===== src/rtl/pwm_pkg.sv =====
// Shared types and helpers for the PWM generator: mode encoding and the
// default counter width.
package pwm_pkg;

   localparam int DEF_CNT_W = 16;

   typedef enum logic [1:0] {
      MODE_LEFT    = 2'b00,
      MODE_RIGHT   = 2'b01,
      MODE_UNALIGN = 2'b10
   } pwm_mode_e;

   // Register-side encoding treats any value with bit 1 set as unaligned.
   function automatic pwm_mode_e decode_mode(input logic [1:0] functions);
      pwm_mode_e mode;
      if (functions[1]) begin
         mode = MODE_UNALIGN;
      end else if (functions[0]) begin
         mode = MODE_RIGHT;
      end else begin
         mode = MODE_LEFT;
      end
      return mode;
   endfunction

endpackage


===== src/rtl/pwm_shadow_reg.sv =====
// Period-boundary detection and double-buffered compare/mode shadows.
// Outputs the values in force for the current cycle plus a registered boundary strobe.
module pwm_shadow_reg
   import pwm_pkg::*;
#(
   parameter int CNT_W = DEF_CNT_W
) (
   input  logic             clk,
   input  logic             rst,
   input  logic [CNT_W-1:0] count_val,
   input  logic [CNT_W-1:0] period,
   input  logic             upnotdown,
   input  logic             pwm_en,
   input  logic [CNT_W-1:0] compare1,
   input  logic [CNT_W-1:0] compare2,
   input  logic [1:0]       functions,
   output logic [CNT_W-1:0] cmp1,
   output logic [CNT_W-1:0] cmp2,
   output pwm_mode_e        mode,
   output logic             period_pulse
);

   localparam logic [CNT_W-1:0] ONE = {{(CNT_W-1){1'b0}}, 1'b1};

   logic [CNT_W-1:0] prev_count;
   logic [CNT_W-1:0] c1_q;
   logic [CNT_W-1:0] c2_q;
   pwm_mode_e        mode_q;
   logic             armed;
   logic             boundary;
   logic             load;

   // A held count (prescale stall) never matches because prev_count equals count_val.
   always_comb begin
      // NOTE: every always_comb output gets a default first so no path infers a latch.
      boundary = 1'b0;
      if ((period != '0) && (count_val != prev_count)) begin
         if (upnotdown) begin
            boundary = (count_val == '0);
         end else begin
            boundary = (count_val == (period - ONE));
         end
      end
   end

   // While disabled the shadows are frozen; re-enabling reloads them anyway.
   assign load = pwm_en && (boundary || !armed);

   always_ff @(posedge clk) begin
      // NOTE: sequential state uses non-blocking assignments only, so every register
      // samples pre-edge values regardless of statement order.
      if (rst) begin
         // NOTE: the shadows are a handful of flops, not a memory, so they take an
         // explicit reset value like any other control register.
         prev_count   <= '0;
         armed        <= 1'b0;
         c1_q         <= '0;
         c2_q         <= '0;
         mode_q       <= MODE_LEFT;
         period_pulse <= 1'b0;
      end else begin
         prev_count   <= count_val;
         armed        <= pwm_en;
         period_pulse <= boundary;
         if (load) begin
            c1_q   <= compare1;
            c2_q   <= compare2;
            mode_q <= decode_mode(functions);
         end
      end
   end

   // The first count of a new period (or of a fresh enable) already uses the new values.
   always_comb begin
      cmp1 = c1_q;
      cmp2 = c2_q;
      mode = mode_q;
      if (load) begin
         cmp1 = compare1;
         cmp2 = compare2;
         mode = decode_mode(functions);
      end
   end

endmodule


===== src/rtl/pwm_gen.sv =====
// PWM generator top: compares the live count against the shadowed compare
// values and drives one registered PWM output.
module pwm_gen
   import pwm_pkg::*;
#(
   parameter int   CNT_W    = DEF_CNT_W,
   parameter logic IDLE_LVL = 1'b0
) (
   input  logic             clk,
   input  logic             rst,
   input  logic [CNT_W-1:0] count_val,
   input  logic [CNT_W-1:0] period,
   input  logic             upnotdown,
   input  logic             pwm_en,
   input  logic [CNT_W-1:0] compare1,
   input  logic [CNT_W-1:0] compare2,
   input  logic [1:0]       functions,
   output logic             pwm_out,
   output logic             period_pulse
);

   logic [CNT_W-1:0] cmp1;
   logic [CNT_W-1:0] cmp2;
   pwm_mode_e        mode;
   logic             cmp_hit;

   pwm_shadow_reg #(
      .CNT_W(CNT_W)
   ) u_shadow (
      .clk          (clk),
      .rst          (rst),
      .count_val    (count_val),
      .period       (period),
      .upnotdown    (upnotdown),
      .pwm_en       (pwm_en),
      .compare1     (compare1),
      .compare2     (compare2),
      .functions    (functions),
      .cmp1         (cmp1),
      .cmp2         (cmp2),
      .mode         (mode),
      .period_pulse (period_pulse)
   );

   // Plain unsigned compares give the edge cases for free: c1=0 and c1>=period
   // saturate because count_val never leaves 0..period-1.
   always_comb begin
      cmp_hit = 1'b0;
      unique case (mode)
         MODE_LEFT:    cmp_hit = (count_val < cmp1);
         MODE_RIGHT:   cmp_hit = (count_val >= cmp1);
         MODE_UNALIGN: cmp_hit = (count_val >= cmp1) && (count_val < cmp2);
         default:      cmp_hit = 1'b0;
      endcase
   end

   always_ff @(posedge clk) begin
      if (rst || !pwm_en) begin
         pwm_out <= IDLE_LVL;
      end else begin
         pwm_out <= cmp_hit;
      end
   end

endmodule


===== config.mk =====
export PLATFORM = sky130hd
export DESIGN_NAME = pwm_gen
export DESIGN_NICKNAME = d
export VERILOG_FILES = /design/src/rtl/pwm_pkg.sv /design/src/rtl/pwm_shadow_reg.sv /design/src/rtl/pwm_gen.sv
export SDC_FILE = /design/constraint.sdc
export NUM_CORES = 1
export LEC_CHECK = 0
export CAP_MARGIN = 20
export CORE_ASPECT_RATIO = 1.75
export CORE_MARGIN = 4
export CORE_UTILIZATION = 48
export CTS_CLUSTER_DIAMETER = 120
export CTS_CLUSTER_SIZE = 24
export DETAILED_ROUTE_END_ITERATION = 10
export PLACE_DENSITY = 0.76
export SLEW_MARGIN = 5
export SYNTH_ARGS = -nofsm -noshare
export SYNTH_HDL_FRONTEND = slang
export SYNTH_SLANG_ARGS = --single-unit

===== constraint.sdc =====
create_clock -name clk -period 8.2 [get_ports clk]
set_clock_uncertainty 0.1 [all_clocks]
set_input_delay 0.82 -clock clk [delete_from_list [all_inputs] [get_ports clk]]
set_output_delay 0.82 -clock clk [all_outputs]
set_load 0.01 [all_outputs]

==> reports/summary.log <==
[placement] IO Port Bufs 71
[cts] Hold-fix buffers, CTS 0
[cts] clk sink count 53
[global_routing] antenna violations before repair 0
[timing] setup total negative slack 0 ns
[floorplan] area of the die 8790 um2
[synthesis] post-synthesis cell type with the largest combined area dfxtp_1
[floorplan] area of the core 7180 um2
[final_layout] Final Core Density 61.6%
[synthesis] Syn Nets 461
[timing] Tightest Pin Transition 0.688 ns
[synthesis] mean post-synth cell area 9.77 um2
[power_and_ir_drop] relative contribution of combinational cells to total power 25.4%
[final_layout] highest-count cells in the layout ignoring fill and taps clkdlybuf4s50_1, dfxtp_1, nor2_1
[power_and_ir_drop] cell area power density 167 nW/um2
[synthesis] number of register bits inferred by synthesis 53
[cts] buffer count from post-CTS setup fixing 0
[synthesis] synthesized area 3510 um2
[synthesis] Post-synth EDFFs 0
[detailed_routing] antenna-violating nets left 0
[cts] clock network latency to the later pin of the worst-skew pair 0.30 ns
[detailed_routing] number of remaining DRC errors 0
[hold_path] worst min path class flop to flop
[synthesis] synth unique cells 62
[global_routing] global route overflow 0
[timing] Hold Vio Cnt, Final 0
[power_and_ir_drop] switching share of power 26.3%
[final_layout] most common cell after layout, fill and taps aside clkdlybuf4s50_1
[synthesis] synth top area cells dfxtp_1, ha_1, mux2i_2
[floorplan] height of the chip 121 um
[flow_run] reported max-cap violation count 0
[setup_path] Critical Path Sink Type flop
[placement] final RePlAce weighted congestion 0.913
[timing] total count of max-transition violations in the final report 0
[floorplan] starting utilization of the core area 48.9%
[setup_path] Data required, critical path 8.32 ns
[synthesis] part of the Yosys area used for sequential elements 30.2%
[timing] post-layout minimum cycle time 6.06 ns
[timing] period utilization 73.9%
[timing] remaining max-slew budget at the tightest pin 53.4%
[detailed_routing] iteration-0 DRC count of the detailed router 187
[placement] final HPWL from detailed placement 7190 um
[floorplan] width of the chip 72.6 um
[cts] root buffer cell clkbuf_16
[detailed_routing] aggregate routed wire length 9110 um
[cts] clock-pin slew of the registers on the worst-case setup and hold paths 0.07 ns
[cts] H-tree level count 2
[detailed_routing] Routed wire per std cell 17.8 um
[floorplan] std cell rows 41
[synthesis] cell count after synthesis 359
[cts] buffer depth of the longest clock path 2
[cts] Resize count post-CTS 0
[synthesis] flip-flop cell with the highest count after synthesis dfxtp_1
[power_and_ir_drop] share of total power in the clock network 36.6%
[power_and_ir_drop] total net switching power 194 uW
[synthesis] area share of the leading cell type in the synthesized netlist 30.2%
[final_layout] final net count 526
[final_layout] signed area change from the synthesized netlist to the final layout 26.1%
[global_routing] first-pass GRT wire length 14600 um
[detailed_routing] average vias per placed instance 5.85
[final_layout] ratio of cells with drive above 1 in the final layout 9.88%
[global_routing] vias in the first global route 3000
[detailed_routing] routed wire length on met3 337 um
[setup_path] endpoint arrival time on the critical path 6.18 ns
[setup_path] kind of start point of the critical path primary input
[detailed_routing] number of vias in the routed layout 2990
[timing] RSZ-0062 raised after global routing no
[placement] post-place instance area 4230 um2
[power_and_ir_drop] Internal Dissipation 543 uW
[synthesis] share of flip-flops with an asynchronous set or reset 0%
[setup_path] critical setup path kind primary input to flop
[final_layout] n_diodes 0
[floorplan] count of pins on the block boundary 72
[detailed_routing] routed length on met1 3470 um
[detailed_routing] iteration count of the initial detailed-routing pass 4
[detailed_routing] Met2 Wirelength 4900 um
[cts] CTS tree done
[power_and_ir_drop] maximum vdd ir drop 175 uV
[detailed_routing] topmost layer with routed signal wires met4
[global_routing] overall global routing resource usage 21.6%
[status] outcome finished clean
[global_routing] largest net degree at the start of global routing 53
[setup_path] highest net fanout along the worst path 12
[cts] number of CTS-inserted buffers 5
[timing] peak clock frequency supported by timing 0.165 GHz
[final_layout] post-route cell area 4420 um2
[synthesis] Syn. warnings 0
[power_and_ir_drop] leakage power of the design 0.00179 uW
[timing] final setup violating endpoints 0
[power_and_ir_drop] share of power burned in registers 38.0%
## power by group through the flow
| stage | combinational (uW) | clock (uW) | sequential (uW) |
|---|---|---|---|
| 2_1_floorplan | 116 | 0 | 285 |
| 3_3_place_gp | 182 | 0 | 285 |
| 3_5_place_dp | 187 | 0 | 286 |
| 4_1_cts | 188 | 276 | 280 |
| 5_1_grt | 206 | 284 | 281 |
| 6_report | 187 | 270 | 280 |
## registers in the layout (all words and copies together), names as in the netlist
signal	count
pwm_out	1
u_shadow.armed	1
u_shadow.c1_q	16
u_shadow.c2_q	16
u_shadow.mode_q	2
u_shadow.period_pulse	1
u_shadow.prev_count	16
## cell type report
type                       count  area [um2]
inverter                       8        30.0
timing repair buffer          73         726
clock buffer                   5         125
clock inverter                 3        68.8
sequential                    53        1060
tap                           86         108
fill                         636        2760
multi-input combinational    283        2310
## synthesized netlist by cell type, types with 2 or more instances
| library cell | instances |
|---|---|
| dfxtp_1 | 53 |
| xor2_1 | 21 |
| clkbuf_1 | 5 |
| o221a_2 | 2 |
| nor4_1 | 14 |
| nor4_4 | 2 |
| a2111oi_2 | 2 |
| dlygate4sd3_1 | 2 |
| and3_1 | 2 |
| a21oi_1 | 10 |
| mux2i_1 | 17 |
| mux2i_2 | 15 |
| inv_1 | 8 |
| or3_4 | 2 |
| nand2_1 | 6 |
| nor2_1 | 39 |
| o21ai_0 | 6 |
| nor2b_1 | 16 |
| o21a_1 | 6 |
| a211oi_1 | 4 |
| xnor2_1 | 13 |
| nor4b_1 | 2 |
| a2111oi_0 | 4 |
| buf_2 | 2 |
| buf_6 | 5 |
| nand4_1 | 8 |
| o22ai_1 | 2 |
| nand3_1 | 3 |
| a21o_1 | 12 |
| nor3_1 | 10 |
| ha_1 | 32 |
| o211ai_1 | 4 |
## critical path: stages
cell and delay [ns]:
clkdlybuf4s50_1 0.51, inv_1 0.10, ha_1 0.25, or4b_1 0.63
o311ai_1 0.65, o22ai_1 0.32, a21oi_4 0.53, mux2i_2 0.30
ha_1 0.27, a21o_1 0.15, a21o_1 0.18, a2111oi_0 0.51
a2111oi_0 0.20, o31ai_1 0.31, a211o_2 0.14, o211ai_1 0.09
a211oi_1 0.20
## logic make-up (layout without fill, tap and decap cells)
| kind of cell | after synthesis | count (layout) | synth area share [%] |
|---|---|---|---|
| adder cells (fa/ha/maj) | 32 | 32 | 11.4 |
| AND/OR/NAND/NOR | 112 | 112 | 18.0 |
| buffers and inverters | 23 | 89 | 4.24 |
| flip-flops | 53 | 53 | 30.2 |
| multiplexers | 33 | 33 | 11.2 |
| XOR/XNOR | 34 | 34 | 8.49 |
| AO/OA/AOI/OAI | 72 | 72 | 16.4 |
## path summary, 6_finish.rpt
| kind | startpoint | endpoint | slack, ns | cells past startpoint |
|---|---|---|---|---|
| hold / removal | u_shadow.c1_q[11] | u_shadow.c1_q[11] | 0.40 | 2 |
| setup reg to reg | u_shadow.prev_count[8] | pwm_out | 3.29 | 16 |
| setup / recovery | period[0] | pwm_out | 2.14 | 17 |
| hold reg to reg | u_shadow.c1_q[11] | u_shadow.c1_q[11] | 0.40 | 2 |
## per-layer routing
metal	track usage [%]	vias up
met3	3.23	31
met2	39.3	82
met1	23.2	1411
li1	-	1466
met5	0	-
met4	11.8	0
## per-stage QoR
stage	hold WS, ns	worst slack (ns)	cells	total power, uW
3_3_place_gp	0.374	2.06	503	467
5_1_grt	0.422	1.62	511	771
4_1_cts	0.404	2.13	511	743
6_report	0.396	2.14	511	737
2_1_floorplan	0.345	3.14	359	401
3_5_place_dp	0.388	1.84	503	472
Power figures use the tool's default switching activity.
